$ cat config.mk
export PLATFORM = sky130hd
export DESIGN_NAME = universal_register
export DESIGN_NICKNAME = d
export VERILOG_FILES = /design/src/rtl/universal_register_pkg.sv /design/src/rtl/universal_register_ctrl.sv /design/src/rtl/universal_register.sv
export SDC_FILE = /design/constraint.sdc
export NUM_CORES = 1
export LEC_CHECK = 0
export CORE_MARGIN = 2
export CORE_UTILIZATION = 52
export CTS_BUF_LIST = sky130_fd_sc_hd__clkbuf_8
export DETAILED_ROUTE_END_ITERATION = 8
export PLACE_DENSITY = 0.86
export SYNTH_ARGS = -nofsm -noshare
export SYNTH_HDL_FRONTEND = slang
export SYNTH_SLANG_ARGS = --single-unit
$ cat constraint.sdc
create_clock -name CLK -period 2.4 [get_ports CLK]
set_input_delay 0.48 -clock CLK [delete_from_list [all_inputs] [get_ports CLK]]
set_output_delay 0.48 -clock CLK [all_outputs]
set_load 0.05 [all_outputs]
$ cat src/rtl/universal_register_pkg.sv
// Shared types for universal_register: op codes, FSM states and the one-bit shift step.
// The step is width-agnostic: it says which way to shift, which bit fills the gap and which bit leaves.
package universal_register_pkg;

  typedef enum logic [2:0] {
    NOP   = 3'd0,
    LOAD  = 3'd1,
    CLEAR = 3'd2,
    SHL   = 3'd3,
    SHR   = 3'd4,
    ASR   = 3'd5,
    ROL   = 3'd6,
    ROR   = 3'd7
  } op_e;

  typedef enum logic {
    IDLE  = 1'b0,
    SHIFT = 1'b1
  } state_e;

  typedef struct packed {
    logic left;
    logic fill;
    logic sout;
  } step_t;

  function automatic step_t shift_step(op_e op, logic msb, logic lsb, logic sin);
    step_t s;
    s = '{left: 1'b0, fill: sin, sout: lsb};
    case (op)
      SHL:     s = '{left: 1'b1, fill: sin, sout: msb};
      SHR:     s = '{left: 1'b0, fill: sin, sout: lsb};
      ASR:     s = '{left: 1'b0, fill: msb, sout: lsb};
      ROL:     s = '{left: 1'b1, fill: msb, sout: msb};
      ROR:     s = '{left: 1'b0, fill: lsb, sout: lsb};
      default: ;
    endcase
    return s;
  endfunction

endpackage

$ cat src/rtl/universal_register_ctrl.sv
// Control FSM for universal_register: accepts requests, clamps and counts the shift amount,
// and produces busy, the done pulse and the per-cycle shift strobe.
module universal_register_ctrl
  import universal_register_pkg::*;
#(
  parameter int WIDTH = 8,
  parameter int AMT_W = $clog2(WIDTH+1)
) (
  input  logic             CLK,
  input  logic             RST,
  input  logic             i_start,
  input  op_e              i_op,
  input  logic [AMT_W-1:0] i_amt,
  output logic             o_accept,
  output logic             o_shift_en,
  output op_e              o_op,
  output logic             o_busy,
  output logic             o_done
);

  localparam logic [AMT_W-1:0] MAX_AMT = AMT_W'(WIDTH);

  state_e           r_state;
  logic [AMT_W-1:0] r_cnt;
  op_e              r_op;
  logic             r_done;
  logic [AMT_W-1:0] w_amt;
  logic             w_shift_req;

  assign w_amt       = (i_amt > MAX_AMT) ? MAX_AMT : i_amt;
  assign o_accept    = i_start && (r_state == IDLE);
  // A shift with a zero count is treated as a NOP: done pulses, no SHIFT visit.
  assign w_shift_req = o_accept && (i_op >= SHL) && (w_amt != '0);

  always_ff @(posedge CLK or negedge RST) begin
    if (!RST) begin
      r_state <= IDLE;
      r_cnt   <= '0;
      r_op    <= NOP;
      r_done  <= 1'b0;
    end else begin
      r_done <= 1'b0;
      case (r_state)
        IDLE: begin
          if (w_shift_req) begin
            r_state <= SHIFT;
            r_cnt   <= w_amt;
            r_op    <= i_op;
          end else if (o_accept) begin
            r_done  <= 1'b1;
          end
        end
        SHIFT: begin
          r_cnt <= r_cnt - AMT_W'(1);
          if (r_cnt == AMT_W'(1)) begin
            r_state <= IDLE;
            r_done  <= 1'b1;
          end
        end
        default: r_state <= IDLE;
      endcase
    end
  end

  assign o_shift_en = (r_state == SHIFT);
  assign o_busy     = (r_state == SHIFT);
  assign o_op       = r_op;
  assign o_done     = r_done;

endmodule

$ cat src/rtl/universal_register.sv
// Parametrised universal register: load/clear/hold plus bit-serial shifts and rotates.
// Defining UNIVERSAL_REGISTER_PARITY_EN adds a combinational even-parity output of data_out.
module universal_register
  import universal_register_pkg::*;
#(
  parameter  int WIDTH = 8,
  localparam int AMT_W = $clog2(WIDTH+1)
) (
  input  logic             CLK,
  input  logic             RST,
  input  logic             start,
  input  logic [2:0]       op,
  input  logic [AMT_W-1:0] amt,
  input  logic [WIDTH-1:0] data_in,
  input  logic             ser_in,
  output logic [WIDTH-1:0] data_out,
  output logic             ser_out,
  output logic             busy,
`ifdef UNIVERSAL_REGISTER_PARITY_EN
  output logic             parity,
`endif
  output logic             done
);

  logic [WIDTH-1:0] r_data;
  logic             r_sout;
  logic             w_accept;
  logic             w_shift_en;
  op_e              w_op;
  step_t            w_step;
  logic [WIDTH-1:0] w_shifted;

  universal_register_ctrl #(.WIDTH(WIDTH), .AMT_W(AMT_W)) u_ctrl (
    .CLK        (CLK),
    .RST        (RST),
    .i_start    (start),
    .i_op       (op_e'(op)),
    .i_amt      (amt),
    .o_accept   (w_accept),
    .o_shift_en (w_shift_en),
    .o_op       (w_op),
    .o_busy     (busy),
    .o_done     (done)
  );

  assign w_step    = shift_step(w_op, r_data[WIDTH-1], r_data[0], ser_in);
  assign w_shifted = w_step.left ? {r_data[WIDTH-2:0], w_step.fill}
                                 : {w_step.fill, r_data[WIDTH-1:1]};

  // Shift strobe and acceptance are mutually exclusive (accept needs IDLE).
  always_ff @(posedge CLK or negedge RST) begin
    if (!RST) begin
      r_data <= '0;
      r_sout <= 1'b0;
    end else if (w_shift_en) begin
      r_data <= w_shifted;
      r_sout <= w_step.sout;
    end else if (w_accept) begin
      case (op_e'(op))
        LOAD:    r_data <= data_in;
        CLEAR:   r_data <= '0;
        default: ;
      endcase
    end
  end

  assign data_out = r_data;
  assign ser_out  = r_sout;

`ifdef UNIVERSAL_REGISTER_PARITY_EN
  assign parity = ^r_data;
`endif

endmodule

==> results.md, run 1 <==
* Row Count at 16
* Buf/Inv on CP at 1
* Worst path arrival time at 1.56 ns
* Routed WL at 2.700 mm
* Slew @ Worst Pin at 0.5048 ns
* WS Path Type: flop to output port
* CP endpoint kind: output port
* GRT Resource Usage Total at 0.2654
* Worst Skew at 0.004165 ns
* Routability cong. at 0.8433
* Crit path time final at 2.039 ns
* Leakage at 0.6384 nW
* Total gr overflow at 0
* Routed len/inst at 15.70 µm
* Commonest cells in the netlist: nand2_1 (25), dfrtp_1 (18), a21oi_1 (9), mux2i_1 (8), o221ai_1 (7)
* Final slew viol count at 0
* Post-cts sizing count at 0
* Min-Delay Path Class: primary input to async pin
* RSZ-0062 raised after global routing: no
* Crit-path max FO at 6
* Die width at 48.69 µm
* Vias per cell at 5.698
* Pwr dens at 1510 nW/µm²
* Clk buf depth at 2
* Post-route ant nets at 0
* Layout cells sized above 1 at 0.06207
* Post-CTS Setup Bufs at 0
* Filler instances at 158
* Initial Util at 0.5404
* Fmax at 490.5 MHz
* Vias at 980
* Yosys Warn Count at 0
* Drt pass-1 iters at 4
* WHS at 0.5314 ns
* CTS buffer count at 3
* CTS H-Tree Depth at 1
* Max rail drop VDD at 0.0008311 V
* Ys flop type: dfrtp_1
* Die Area at 2371 µm²
* Setup TNS at 0 ns
* N_diodes at 0
* Syn Nets at 134
* Later-pin clock latency in the skew report at 0.26 ns
* Max-slew headroom at 0.6624
* Synth Instances at 113
* Synth area leader: dfrtp_1
* DRC Markers at 0
* CTS tree: built
* # hold bufs at CTS at 0
* Avg Cell Area, Syn at 9.190 µm²
* Crit-path slowest cell: clkdlybuf4s50_1
* Critical path's largest stage delay at 0.84 ns
* Number of synthesized flops with an enable pin at 0
* Critical Path RT at 1.92 ns
* Netlist cell types at 31
* Period utilisation layout at 0.8495
* Status: finished, final reports clean
* Die Y at 48.69 µm
* Final nets at 167
* Synth async-reset ratio at 1.000
* Initial antenna violation count at 0
* Synthesized flop and latch total at 18
* Hold Fails Final Rpt at 0
* Global-route wire length before repair at 4.747 mm
* Post-DP HPWL at 1.986 mm
* Largest cells by area after synthesis: dfrtp_1 (43%), nand2_1 (9.0%), mux2i_1 (7.7%)
* Top-count cell post-synth: nand2_1
* Crit path max-delay family: buffers and inverters
* Crit path launch type: flop
* Clock Tree Root: clkbuf_8
* Post-Syn Area at 1038 µm²
* I/O Buffers at 29
* # clock sinks at 18
* Max-cap viol count at 0
* Detailed Route Iter0 Violations at 17
* Vias in the first global route at 1032
* Io pins at 30
* Clock Pin Slew Worst Setup and Hold Paths at 0.07 ns
* Core Area at 1922 µm²
* Final setup vio count at 0
* Largest net degree at the start of global routing at 19
* Synth top area share at 0.4337
* Worst path cell trace: clkdlybuf4s50_1
* Seq/Total Area, Yosys at 0.4337
* Synth-to-Final Area Change at 37.23%
==> path summary, 6_finish.rpt <==
kind                                    startpoint                     endpoint  slack (ns)  cells past startpoint
min in group CLK               ser_out$_DFFE_PN0P_          ser_out$_DFFE_PN0P_        0.55                      2
max                        data_out[7]$_DFFE_PN0P_                  data_out[7]        0.36                      1
max reg2reg                u_ctrl.o_busy$_DFF_PN0_  u_ctrl.r_cnt[1]$_DFFE_PN0P_        0.62                      5
min                                            RST      u_ctrl.o_done$_DFF_PN0_        0.53                      2
min reg2reg                    ser_out$_DFFE_PN0P_          ser_out$_DFFE_PN0P_        0.55                      2
max in group asynchronous                      RST      data_out[2]$_DFFE_PN0P_        1.68                      2
==> metal layers <==
layer,share of wire,vias to the layer above,GRT usage
li1,-,476,-
met2,0.51,22,0.4475
met4,0.033,0,0.1571
met3,0.034,9,0.04630
met5,0,-,0
met1,0.42,473,0.3159
==> per-stage QoR <==
step           cells  utilization  total power [mW]  setup WS [ns]  instance area [µm²]
2_1_floorplan    113            -             1.486         0.6099                 1039
3_3_place_gp     168       0.7129             1.832         0.3252                 1370
3_5_place_dp     168       0.7129             1.892         0.2218                 1370
4_1_cts          172       0.7415             2.150         0.3677                 1425
5_1_grt          172       0.7415             2.287         0.3113                 1425
6_report         172       0.7415             2.152         0.3611                 1425
==> layout by cell type, fill, tap and decap left out, types with 4 or more instances in the layout <==
master,count
o221ai_1,7
inv_1,5
dfrtp_1,18
nor2_1,4
clkbuf_8,4
nand2_1,25
a21oi_1,9
nor3_1,4
mux2i_1,8
clkdlybuf4s50_1,29
buf_4,4
==> kinds of logic after synthesis <==
kind of cell / synth area share
AO/OA/AOI/OAI: 0.2060
XOR/XNOR: 0.03374
adder cells (fa/ha/maj): 0.02409
buffers and inverters: 0.03976
flip-flops: 0.4337
multiplexers: 0.07711
AND/OR/NAND/NOR: 0.1855
==> registers in the layout, summed over array words and instances, names as in the netlist <==
register and cells:
data_out 8, u_ctrl.r_cnt 4, u_ctrl.o_op 3, ser_out 1
u_ctrl.o_busy 1, u_ctrl.o_done 1
==> power breakdown <==
part           internal (mW)  switching (mW)  leakage, nW
logic                  0.506           0.721        0.399
registers              0.462           0.202        0.210
clock network          0.146           0.114       0.0288
==> area by class of cell <==
| cell class | instances | area (µm²) | area share |
|---|---|---|---|
| inverters | 5 | 18.77 | 0.01317 |
| clock buffers | 4 | 55.05 | 0.03863 |
| repair buffers | 33 | 320.3 | 0.2248 |
| flip-flops and latches | 18 | 450.4 | 0.3161 |
| multi-input cells | 85 | 546.8 | 0.3837 |
| well taps | 27 | 33.78 | 0.02370 |
Power figures use the tool's default switching activity.
==> run 2: changes to the inputs <==
--- a/config.mk
+++ b/config.mk
@@ -6,10 +6,10 @@
 export NUM_CORES = 1
 export LEC_CHECK = 0
 export CORE_MARGIN = 2
-export CORE_UTILIZATION = 52
+export CORE_UTILIZATION = 48
 export CTS_BUF_LIST = sky130_fd_sc_hd__clkbuf_8
 export DETAILED_ROUTE_END_ITERATION = 8
-export PLACE_DENSITY = 0.86
+export PLACE_DENSITY = 0.81
 export SYNTH_ARGS = -nofsm -noshare
 export SYNTH_HDL_FRONTEND = slang
 export SYNTH_SLANG_ARGS = --single-unit
==> constraint.sdc (replaced) <==
create_clock -name CLK -period 2.15 [get_ports CLK]
set_input_delay 0.43 -clock CLK [delete_from_list [all_inputs] [get_ports CLK]]
set_output_delay 0.43 -clock CLK [all_outputs]
set_load 0.05 [all_outputs]
==> run 2 against run 1 <==
- count of clock-buffer cells in the layout stayed put
- routed wire length is 7.0% lower
- non-clock buffer count is 4 higher
- worst hold slack worse by 0.026 ns
- via count is 4.0% higher
- first-iteration DRC count is 35% lower
- sequential cell count stayed put
- global-route usage is 4.0 points lower
- clock skew is 0.0031 ns lower
- critical path depth stayed put
- largest power group unchanged
==> results.md, run 2 (same netlist as run 1, synthesis figures left out) <==
* Status: finished, final reports clean
* Routed WL at 2.511 mm (-7.0%)
* Routability cong. at 0.8048 (-4.6%)
* Routed len/inst at 14.27 µm (-9.1%)
* Die width at 50.52 µm (+3.7%)
* Initial Util at 0.5188 (-0.02161)
* RSZ-0062 raised after global routing: no
* Filler instances at 157 (-0.63%)
* Worst Setup EP: data_out[7]
* Setup TNS at 0 ns (unchanged)
* Final slew viol count at 0 (unchanged)
* Crit path launch type: flop
* Max rail drop VDD at 0.001039 V (+25%)
* R2R setup slack at 0.60 ns (-0.02 ns)
* Post-cts sizing count at 0 (unchanged)
* N_diodes at 0 (unchanged)
* Die Area at 2552 µm² (+7.6%)
* Worst path arrival time at 1.53 ns (-0.03 ns)
* CTS buffer count at 3 (unchanged)
* WS Path Type: flop to output port
* Vias per cell at 5.790 (+1.6%)
* Int Power at 1.253 mW (+12%)
* Clock Pin Slew Worst Setup and Hold Paths at 0.07 ns (about the same)
* Fmax at 509.5 MHz
* Drt pass-1 iters at 4 (unchanged)
* Combinational power share at 0.575 (+0.005)
* Synth-to-Final Area Change at 39.88%
* Global-route wire length before repair at 4.374 mm (-7.9%)
* Critical path's largest stage delay at 0.84 ns (about the same)
* GRT Resource Usage Total at 0.2252 (-0.04021)
* Clock Tree Root: clkbuf_8
* Pwr Total at 2.377 mW (+10%)
* Most common cell after layout, fill and taps aside: clkdlybuf4s50_1
* Max-slew headroom at 0.6674 (+0.004979)
* Crit path from: data_out[7]$_DFFE_PN0P_
* Die Y at 50.52 µm (+3.7%)
* I/O Buffers at 29 (unchanged)
* Stages on worst setup path at 1 (unchanged)
* Post-route ant nets at 0 (unchanged)
* Layout cells sized above 1 at 0.09396 (+0.03189)
* Clk buf depth at 2 (unchanged)
* Slew @ Worst Pin at 0.4974 ns (-0.007446 ns)
* Post-DP HPWL at 1.868 mm (-6.0%)
* Crit path time final at 1.963 ns
* Hold Fails Final Rpt at 0 (unchanged)
* Initial antenna violation count at 0 (unchanged)
* Final setup vio count at 0 (unchanged)
* Io pins at 30 (unchanged)
* Largest net degree at the start of global routing at 19 (unchanged)
* Max-cap viol count at 0 (unchanged)
* Crit-path slowest cell: clkdlybuf4s50_1
* Crit-path max FO at 6 (unchanged)
* Reg-to-reg endpoint: u_ctrl.r_cnt[2]$_DFFE_PN0P_
* Core Area at 2002 µm² (+4.2%)
* Period utilisation layout at 0.9130
* Crit path max-delay family: buffers and inverters
* Buf/Inv on CP at 1 (unchanged)
* Clock group share of total power at 0.117 (-0.004)
* Later-pin clock latency in the skew report at 0.25 ns (about the same)
* Vias at 1019 (+4.0%)
* Detailed Route Iter0 Violations at 11 (-6)
* Switching Share at 0.4726 (-0.009542)
* Worst path cell trace: clkdlybuf4s50_1
* Total gr overflow at 0 (unchanged)
* Commonest non-fill, non-tap cells in the layout: clkdlybuf4s50_1 (28), nand2_1 (25), dfrtp_1 (18)
* Worst reg2reg startpoint: u_ctrl.o_busy$_DFF_PN0_
* Max FFs per register at 8 (unchanged)
* Min-Delay Path Class: primary input to async pin
* CTS tree: built
* R2R depth at 4 (-1)
* Share of power burned in registers at 0.307 (-0.002)
* Pwr dens at 1636 nW/µm² (+8.4%)
* DRC Markers at 0 (unchanged)
* Row Count at 16 (unchanged)
* Critical Path RT at 1.72 ns (-0.20 ns)
* Worst Skew at 0.001068 ns (-0.003097 ns)
* Final nets at 171 (+2.4%)
* Vias in the first global route at 980 (-5.0%)
* # clock sinks at 18 (unchanged)
* Sw power at 1.123 mW (+8.3%)
* CTS H-Tree Depth at 1 (unchanged)
* CP endpoint kind: output port
* # hold bufs at CTS at 0 (unchanged)
* Leakage at 0.6584 nW (+3.1%)
* Post-CTS Setup Bufs at 0 (unchanged)
==> run 2: cell count changes in the layout (fill, tap and decap cells not counted), sizes merged <==
cell / before / now
buf: 4 / 9
clkdlybuf4s50: 29 / 28
==> run 2: layout make-up <==
class / instances / area [µm²] / area share
Inverter: 5 / 18.77 / 0.01292
Tap cell: 27 / 33.78 / 0.02326
Clock buffer: 4 / 55.05 / 0.03790
Timing Repair Buffer: 37 / 347.8 / 0.2394
Sequential cell: 18 / 450.4 / 0.3101
Multi-Input combinational cell: 85 / 546.8 / 0.3764
==> run 2: metal layers <==
metal / track usage / up-vias / part of all wire
met5: 0 / - / 0
met4: 0.05405 / 0 / 0.0044
met3: 0.05357 / 2 / 0.046
met2: 0.4035 / 25 / 0.50
met1: 0.2705 / 506 / 0.45
li1: - / 486 / -
==> run 2: power by group through the flow <==
| stage | clock [mW] | combinational (mW) | sequential (mW) |
|---|---|---|---|
| 2_1_floorplan | 0 | 0.642 | 1.02 |
| 3_3_place_gp | 0 | 1.34 | 0.723 |
| 3_5_place_dp | 0 | 1.37 | 0.737 |
| 4_1_cts | 0.285 | 1.38 | 0.731 |
| 5_1_grt | 0.295 | 1.48 | 0.761 |
| 6_report | 0.279 | 1.37 | 0.731 |
==> run 2: worst min path at each step <==
stage	startpoint	endpoint	slack [ns]	cells past startpoint
global route	RST	u_ctrl.o_op[0]$_DFFE_PN0P_	0.52	2
CTS	RST	u_ctrl.o_op[0]$_DFFE_PN0P_	0.52	2
floorplan	RST	data_out[0]$_DFFE_PN0P_	0.13	0
global placement	ser_out$_DFFE_PN0P_	ser_out$_DFFE_PN0P_	0.51	2
finish	RST	u_ctrl.o_op[0]$_DFFE_PN0P_	0.51	2
detailed placement	u_ctrl.r_cnt[0]$_DFFE_PN0P_	u_ctrl.r_cnt[0]$_DFFE_PN0P_	0.54	1
==> run 2: stage by stage <==
step           setup slack (ns)  utilization  cell area (µm²)  hold WS, ns  std cells
2_1_floorplan            0.3599            -             1039       0.1344        113
3_3_place_gp             0.1277       0.6981             1398       0.5130        172
3_5_place_dp            0.08711       0.6981             1398       0.5412        172
4_1_cts                  0.1766       0.7256             1453       0.5155        176
5_1_grt                  0.1533       0.7256             1453       0.5227        176
6_report                 0.1871       0.7256             1453       0.5058        176
